## src/rtl/instr_fetch_ctrl_if.sv

```systemverilog
// Fetch-side bus bundle: instruction memory port, decode handshake and
// control-flow inputs.
interface instr_fetch_ctrl_if #(
   parameter int unsigned ADDR_W = 16,
   parameter int unsigned DATA_W = 16
);
   logic [ADDR_W-1:0] A_InstrAddress;
   logic              C_IMRead;
   logic [DATA_W-1:0] D_Instruction;
   logic              if_valid;
   logic [DATA_W-1:0] if_instr;
   logic [ADDR_W-1:0] if_pc;
   logic              id_ready;
   logic              C_Redirect;
   logic [ADDR_W-1:0] redirect_pc;
   logic              C_Halt;
   logic              halted;

   modport master (
      output A_InstrAddress, C_IMRead, if_valid, if_instr, if_pc, halted,
      input  D_Instruction, id_ready, C_Redirect, redirect_pc, C_Halt
   );

   modport slave (
      input  A_InstrAddress, C_IMRead, if_valid, if_instr, if_pc, halted,
      output D_Instruction, id_ready, C_Redirect, redirect_pc, C_Halt
   );
endinterface

```

## src/rtl/instr_fetch_ctrl.sv

```systemverilog
// Instruction fetch sequencer: owns the PC, issues memory reads under a
// 2-credit scheme and queues {pc, instruction} pairs for decode.
module instr_fetch_ctrl #(
   parameter int unsigned       ADDR_W   = 16,
   parameter int unsigned       DATA_W   = 16,
   parameter logic [ADDR_W-1:0] RESET_PC = '0
) (
   input logic             clk,
   input logic             rst,
   instr_fetch_ctrl_if.master bus
);

   typedef enum logic [1:0] {StIdle, StFetch, StHalted} state_e;

   state_e            state_q, state_d;
   logic [ADDR_W-1:0] pc_q, pc_d;
   logic [ADDR_W-1:0] issued_pc_q, issued_pc_d;
   logic              inflight_q, inflight_d;
   logic [1:0]        count_q, count_d;
   logic              rd_ptr_q, rd_ptr_d;
   logic              wr_ptr_q, wr_ptr_d;
   logic [ADDR_W-1:0] buf_pc_q    [2];
   logic [DATA_W-1:0] buf_instr_q [2];

   logic head_valid, pop, push, issue, credit;

   assign head_valid = (count_q != 2'd0);
   assign pop        = head_valid && bus.id_ready;
   // Buffered plus in-flight entries never exceed the two buffer slots.
   assign credit     = ({1'b0, count_q} + {2'b00, inflight_q}) < 3'd2;
   assign issue      = (state_q == StFetch) && !bus.C_Redirect && (credit || pop);
   assign push       = inflight_q && !bus.C_Redirect;

   always_comb begin
      state_d     = state_q;
      pc_d        = pc_q;
      issued_pc_d = issued_pc_q;
      inflight_d  = issue;
      count_d     = count_q;
      rd_ptr_d    = rd_ptr_q;
      wr_ptr_d    = wr_ptr_q;

      unique case (state_q)
         StIdle:   state_d = bus.C_Halt ? StHalted : StFetch;
         StFetch:  if (bus.C_Halt) state_d = StHalted;
         StHalted: if (bus.C_Redirect && !bus.C_Halt) state_d = StFetch;
         default:  state_d = StIdle;
      endcase

      if (bus.C_Redirect) begin
         pc_d     = bus.redirect_pc;
         count_d  = 2'd0;
         rd_ptr_d = 1'b0;
         wr_ptr_d = 1'b0;
      end else begin
         if (issue) begin
            pc_d        = pc_q + ADDR_W'(1);
            issued_pc_d = pc_q;
         end
         if (push) wr_ptr_d = ~wr_ptr_q;
         if (pop)  rd_ptr_d = ~rd_ptr_q;
         count_d = count_q + {1'b0, push} - {1'b0, pop};
      end
   end

   always_ff @(posedge clk or negedge rst) begin
      if (!rst) begin
         state_q     <= StIdle;
         pc_q        <= RESET_PC;
         issued_pc_q <= '0;
         inflight_q  <= 1'b0;
         count_q     <= 2'd0;
         rd_ptr_q    <= 1'b0;
         wr_ptr_q    <= 1'b0;
      end else begin
         state_q     <= state_d;
         pc_q        <= pc_d;
         issued_pc_q <= issued_pc_d;
         inflight_q  <= inflight_d;
         count_q     <= count_d;
         rd_ptr_q    <= rd_ptr_d;
         wr_ptr_q    <= wr_ptr_d;
      end
   end

   always_ff @(posedge clk or negedge rst) begin
      if (!rst) begin
         buf_pc_q[0]    <= '0;
         buf_pc_q[1]    <= '0;
         buf_instr_q[0] <= '0;
         buf_instr_q[1] <= '0;
      end else if (push) begin
         buf_pc_q[wr_ptr_q]    <= issued_pc_q;
         buf_instr_q[wr_ptr_q] <= bus.D_Instruction;
      end
   end

   assign bus.A_InstrAddress = pc_q;
   assign bus.C_IMRead       = issue;
   assign bus.if_valid       = head_valid;
   // Stale slots stay hidden so an empty buffer always presents zeros.
   assign bus.if_pc          = head_valid ? buf_pc_q[rd_ptr_q]    : '0;
   assign bus.if_instr       = head_valid ? buf_instr_q[rd_ptr_q] : '0;
   assign bus.halted         = (state_q == StHalted);

endmodule

```

## src/flat_wrapper.sv

```systemverilog
// flat-port wrapper written by rule: the top's interface ports become plain ports
module instr_fetch_ctrl_flat 
#(
   parameter int unsigned       ADDR_W   = 16,
   parameter int unsigned       DATA_W   = 16,
   parameter logic [ADDR_W-1:0] RESET_PC = '0
)
  (clk, rst, bus_A_InstrAddress, bus_C_IMRead, bus_if_valid, bus_if_instr, bus_if_pc, bus_halted, bus_D_Instruction, bus_id_ready, bus_C_Redirect, bus_redirect_pc, bus_C_Halt);
  instr_fetch_ctrl_if #(.ADDR_W(ADDR_W), .DATA_W(DATA_W)) bus_i ();
  input logic clk;
  input logic rst;
  output wire logic [$bits(bus_i.A_InstrAddress)-1:0] bus_A_InstrAddress;
  output wire logic [$bits(bus_i.C_IMRead)-1:0] bus_C_IMRead;
  output wire logic [$bits(bus_i.if_valid)-1:0] bus_if_valid;
  output wire logic [$bits(bus_i.if_instr)-1:0] bus_if_instr;
  output wire logic [$bits(bus_i.if_pc)-1:0] bus_if_pc;
  output wire logic [$bits(bus_i.halted)-1:0] bus_halted;
  input wire logic [$bits(bus_i.D_Instruction)-1:0] bus_D_Instruction;
  input wire logic [$bits(bus_i.id_ready)-1:0] bus_id_ready;
  input wire logic [$bits(bus_i.C_Redirect)-1:0] bus_C_Redirect;
  input wire logic [$bits(bus_i.redirect_pc)-1:0] bus_redirect_pc;
  input wire logic [$bits(bus_i.C_Halt)-1:0] bus_C_Halt;
  assign bus_A_InstrAddress = bus_i.A_InstrAddress;
  assign bus_C_IMRead = bus_i.C_IMRead;
  assign bus_if_valid = bus_i.if_valid;
  assign bus_if_instr = bus_i.if_instr;
  assign bus_if_pc = bus_i.if_pc;
  assign bus_halted = bus_i.halted;
  assign bus_i.D_Instruction = bus_D_Instruction;
  assign bus_i.id_ready = bus_id_ready;
  assign bus_i.C_Redirect = bus_C_Redirect;
  assign bus_i.redirect_pc = bus_redirect_pc;
  assign bus_i.C_Halt = bus_C_Halt;
  instr_fetch_ctrl #(.ADDR_W(ADDR_W), .DATA_W(DATA_W), .RESET_PC(RESET_PC)) u_core (.clk(clk), .rst(rst), .bus(bus_i));
endmodule
```

## config.mk

```make
export PLATFORM = sky130hd
export DESIGN_NAME = instr_fetch_ctrl_flat
export DESIGN_NICKNAME = d
export VERILOG_FILES = /design/src/rtl/instr_fetch_ctrl_if.sv /design/src/rtl/instr_fetch_ctrl.sv /design/src/flat_wrapper.sv
export SDC_FILE = /design/constraint.sdc
export NUM_CORES = 1
export LEC_CHECK = 0
export CAP_MARGIN = 0
export CORE_ASPECT_RATIO = 0.8
export CORE_MARGIN = 2
export CORE_UTILIZATION = 25
export DETAILED_ROUTE_END_ITERATION = 8
export SYNTH_ARGS = -nofsm -noshare
export SYNTH_HDL_FRONTEND = slang
export SYNTH_SLANG_ARGS = --single-unit
export TNS_END_PERCENT = 20
```

## constraint.sdc

```tcl
create_clock -name clk -period 3.15 [get_ports clk]
set_input_delay 0.315 -clock clk [delete_from_list [all_inputs] [get_ports clk]]
set_output_delay 0.315 -clock clk [all_outputs]
set_load 0.05 [all_outputs]
```

==> flow_summary.toml <==
[power]
netSwitchingPower_mw = 1.076
combinationalPowerShare_pct = 21.2
p_leak_nw = 2.598
seqPwrFrac_pct = 49.9
power_frac_clock_pct = 28.9
intPower_mw = 2.671
irDropWorstVdd_v = 0.0002240
swShare_pct = 28.72
cellPowerDensity_mw_per_mm2 = 592.4

[finish]
area_growth_syn_to_layout_pct = 30.58
stdcell_area_sq_mm = 0.006326
layout_common_cells = "dfrtp_1, clkdlybuf4s50_1, mux2_2"
diodes = 0
drive_gt1_share_pct = 25.21
fin_nets = 506
fillCellCount = 1907
utilization_pct = 33.34
final_common_cell = "dfrtp_1"

[floorplan]
die-width_microns = 159.6
die_h_microns = 128.5
rows = 45
io_pins = 88
fp.coreArea_sq_mm = 0.01897
die-area_sq_mm = 0.02052
start_util_pct = 25.53

[yosys]
synth_cells = 382
synth-async-reset-ratio_pct = 100.0
synth.avg_cell_area_sq_um = 12.68
ys_seq_area_share_pct = 53.20
synth-edff-count = 0
yosysTopAreaCellShare_pct = 53.20
synth_area_sq_mm = 0.004845
ys_ff_latch = 103
synth_ff_type = "dfrtp_1"
yosys.area.top_type = "dfrtp_1"
yosysWarnings = 0
yosys.cell_types.count = 42
syn-num-nets = 421
synth_area_leaders = "dfrtp_1, mux2_2, mux2i_1, nor2_1, mux2_4"

[setup_path]
end_kind = "output pin"
required_ps = 2830
cp-start-kind = "flop"
cp_slowest_cell = "clkdlybuf4s50_1"
crit_fanout = 22
path_cells = "nor2_4 > buf_4 > nor2_1 > clkdlybuf4s50_1"
critPathArrivalTime_ps = 2470
path_class = "flop to output pin"
crit_path_max_incr_delay_ps = 700

[sta]
tns_ps = 0
finalSetupViolations = 0
worst_pin_slew_ps = 916.3
min_period_over_period_pct = 88.35
clock.fmax_mhz = 359.3
skew_ps = 8.301
hold_viol = 0
rsz0062_at_grt = "false"
maxSlewHeadroom_pct = 38.91
drv_slew = 0
post-route-min-period_ps = 2783

[placement]
dp_hpwl_microns = 8012
placed_area_sq_mm = 0.006032
place_congestion = 0.7337
numPortBuffers = 87

[clock_network]
cts_max_path_buffers = 2
hold_buffers = 0
cts.sinks = 103
h-tree-depth = 3
cts_buffers = 9
cts_resized = 0
clkLatencyLatePin_ps = 350
clkTransAtPathRegs_ps = 70
root_buffer = "clkbuf_16"
cts_tree = "yes"
cts_setup_buffers = 0

[routing]
wl_microns = 11370
drtAntennaViolNets = 0
route.detailed.drc = 0
wl_per_cell_microns = 15.58
drtPass1Iterations = 4
dr.first_iter.drc_count = 107
dr_total_vias = 3261
viasPerCell = 4.467

[run]
maxCapViolations = 0

[grt]
overflow = 0
grt_use_total_pct = 11.49
first_global_vias = 3423
antenna_found_initial = 0
grt_pass1_wl_microns = 18310
grt_start_max_net_pins = 70

[run_status]
status = "finished clean"

[min_path]
hold_path_class = "primary input to asynchronous set/reset pin"
-- final cells by class --
| cell class | instances | area, sq um | area share (%) |
|---|---|---|---|
| Tap cell | 258 | 322.8 | 5.103 |
| Clock inverter | 5 | 41.29 | 0.6527 |
| Clock buffer | 11 | 252.7 | 3.995 |
| Multi-Input combinational cell | 252 | 2116 | 33.45 |
| Timing Repair Buffer | 96 | 996.0 | 15.74 |
| Inverter | 5 | 18.77 | 0.2967 |
| Sequential cell | 103 | 2579 | 40.76 |
-- state kept, by name, indices dropped and copies added, names as in the netlist --
name                       cells
u_core.buf_instr_q            32
u_core.buf_pc_q               32
u_core.bus.A_InstrAddress     16
u_core.issued_pc_q            16
u_core.count_q                 2
u_core.state_q                 2
u_core.inflight_q              1
u_core.rd_ptr_q                1
u_core.wr_ptr_q                1
-- critical path: cells and delay by family (launching register included) --
family | cells | cell delay, ps
buf+inv | 2 | 1000
flops | 1 | 470
simple gates | 2 | 630
-- through the flow --
step | power, mW | hold WS [ps] | setup slack (ps) | std cells
floorplan | 2.404 | 19.41 | 1223 | 382
global placement | 2.662 | 470.5 | 736.9 | 714
detailed placement | 2.708 | 480.0 | 714.8 | 714
CTS | 3.815 | 127.7 | 315.7 | 730
global route | 3.958 | 145.0 | 251.9 | 730
finish | 3.747 | 96.44 | 366.9 | 730
-- per-layer routing --
layer / vias to the layer above / track usage, % / wire [microns]
met4: 0 / 4.064 / 123
met3: 11 / 3.127 / 453
li1: 1545 / - / -
met1: 1652 / 14.00 / 5154
met2: 53 / 19.76 / 5643
met5: - / 0 / 0
-- power by group through the flow --
| stage | Combinational [mW] | Sequential, mW | Clock [mW] |
|---|---|---|---|
| 5_1_grt | 0.865 | 1.92 | 1.17 |
| 3_3_place_gp | 0.784 | 1.88 | 0 |
| 4_1_cts | 0.809 | 1.87 | 1.13 |
| 2_1_floorplan | 0.522 | 1.88 | 0 |
| 3_5_place_dp | 0.806 | 1.90 | 0 |
| 6_report | 0.796 | 1.87 | 1.08 |
-- cells by family after synthesis --
| logic type | count (synthesis) | share of synthesized area [%] |
|---|---|---|
| adder cells (fa/ha/maj) | 2 | 0.5164 |
| flip-flops | 103 | 53.20 |
| multiplexers | 114 | 26.32 |
| buffers and inverters | 27 | 3.486 |
| AO/OA/AOI/OAI | 39 | 5.785 |
| AND/OR/NAND/NOR | 90 | 9.426 |
| XOR/XNOR | 7 | 1.266 |
-- final timing paths --
kind | start | endpoint | slack [ps] | cells past startpoint
worst max-delay path | u_core.count_q[0]$_DFF_PN0_ | bus_if_pc[12] | 370 | 4
worst min-delay path | rst | u_core.bus.A_InstrAddress[7]$_DFFE_PN0P_ | 100 | 1
worst max register to register | u_core.bus.A_InstrAddress[0]$_DFFE_PN0P_ | u_core.bus.A_InstrAddress[8]$_DFFE_PN0P_ | 1160 | 4
worst min register to register | u_core.buf_pc_q[22]$_DFFE_PN0P_ | u_core.buf_pc_q[22]$_DFFE_PN0P_ | 500 | 1
max in group asynchronous | rst | u_core.buf_instr_q[8]$_DFFE_PN0P_ | 2240 | 2
min in group clk | u_core.buf_pc_q[22]$_DFFE_PN0P_ | u_core.buf_pc_q[22]$_DFFE_PN0P_ | 500 | 1
-- cell usage after synthesis, types with 3 or more instances --
library cell	instances
dfrtp_1	103
mux2_2	70
nor2_1	47
mux2i_1	34
a31oi_1	11
nand2_1	11
o31ai_1	10
or4_1	10
mux2_4	9
buf_2	7
o21ai_0	7
clkbuf_1	5
inv_1	5
nand3_1	5
nand4_1	4
xor2_1	4
a21oi_1	3
buf_4	3
nor2b_1	3
xnor2_1	3
Power figures use the tool's default switching activity.
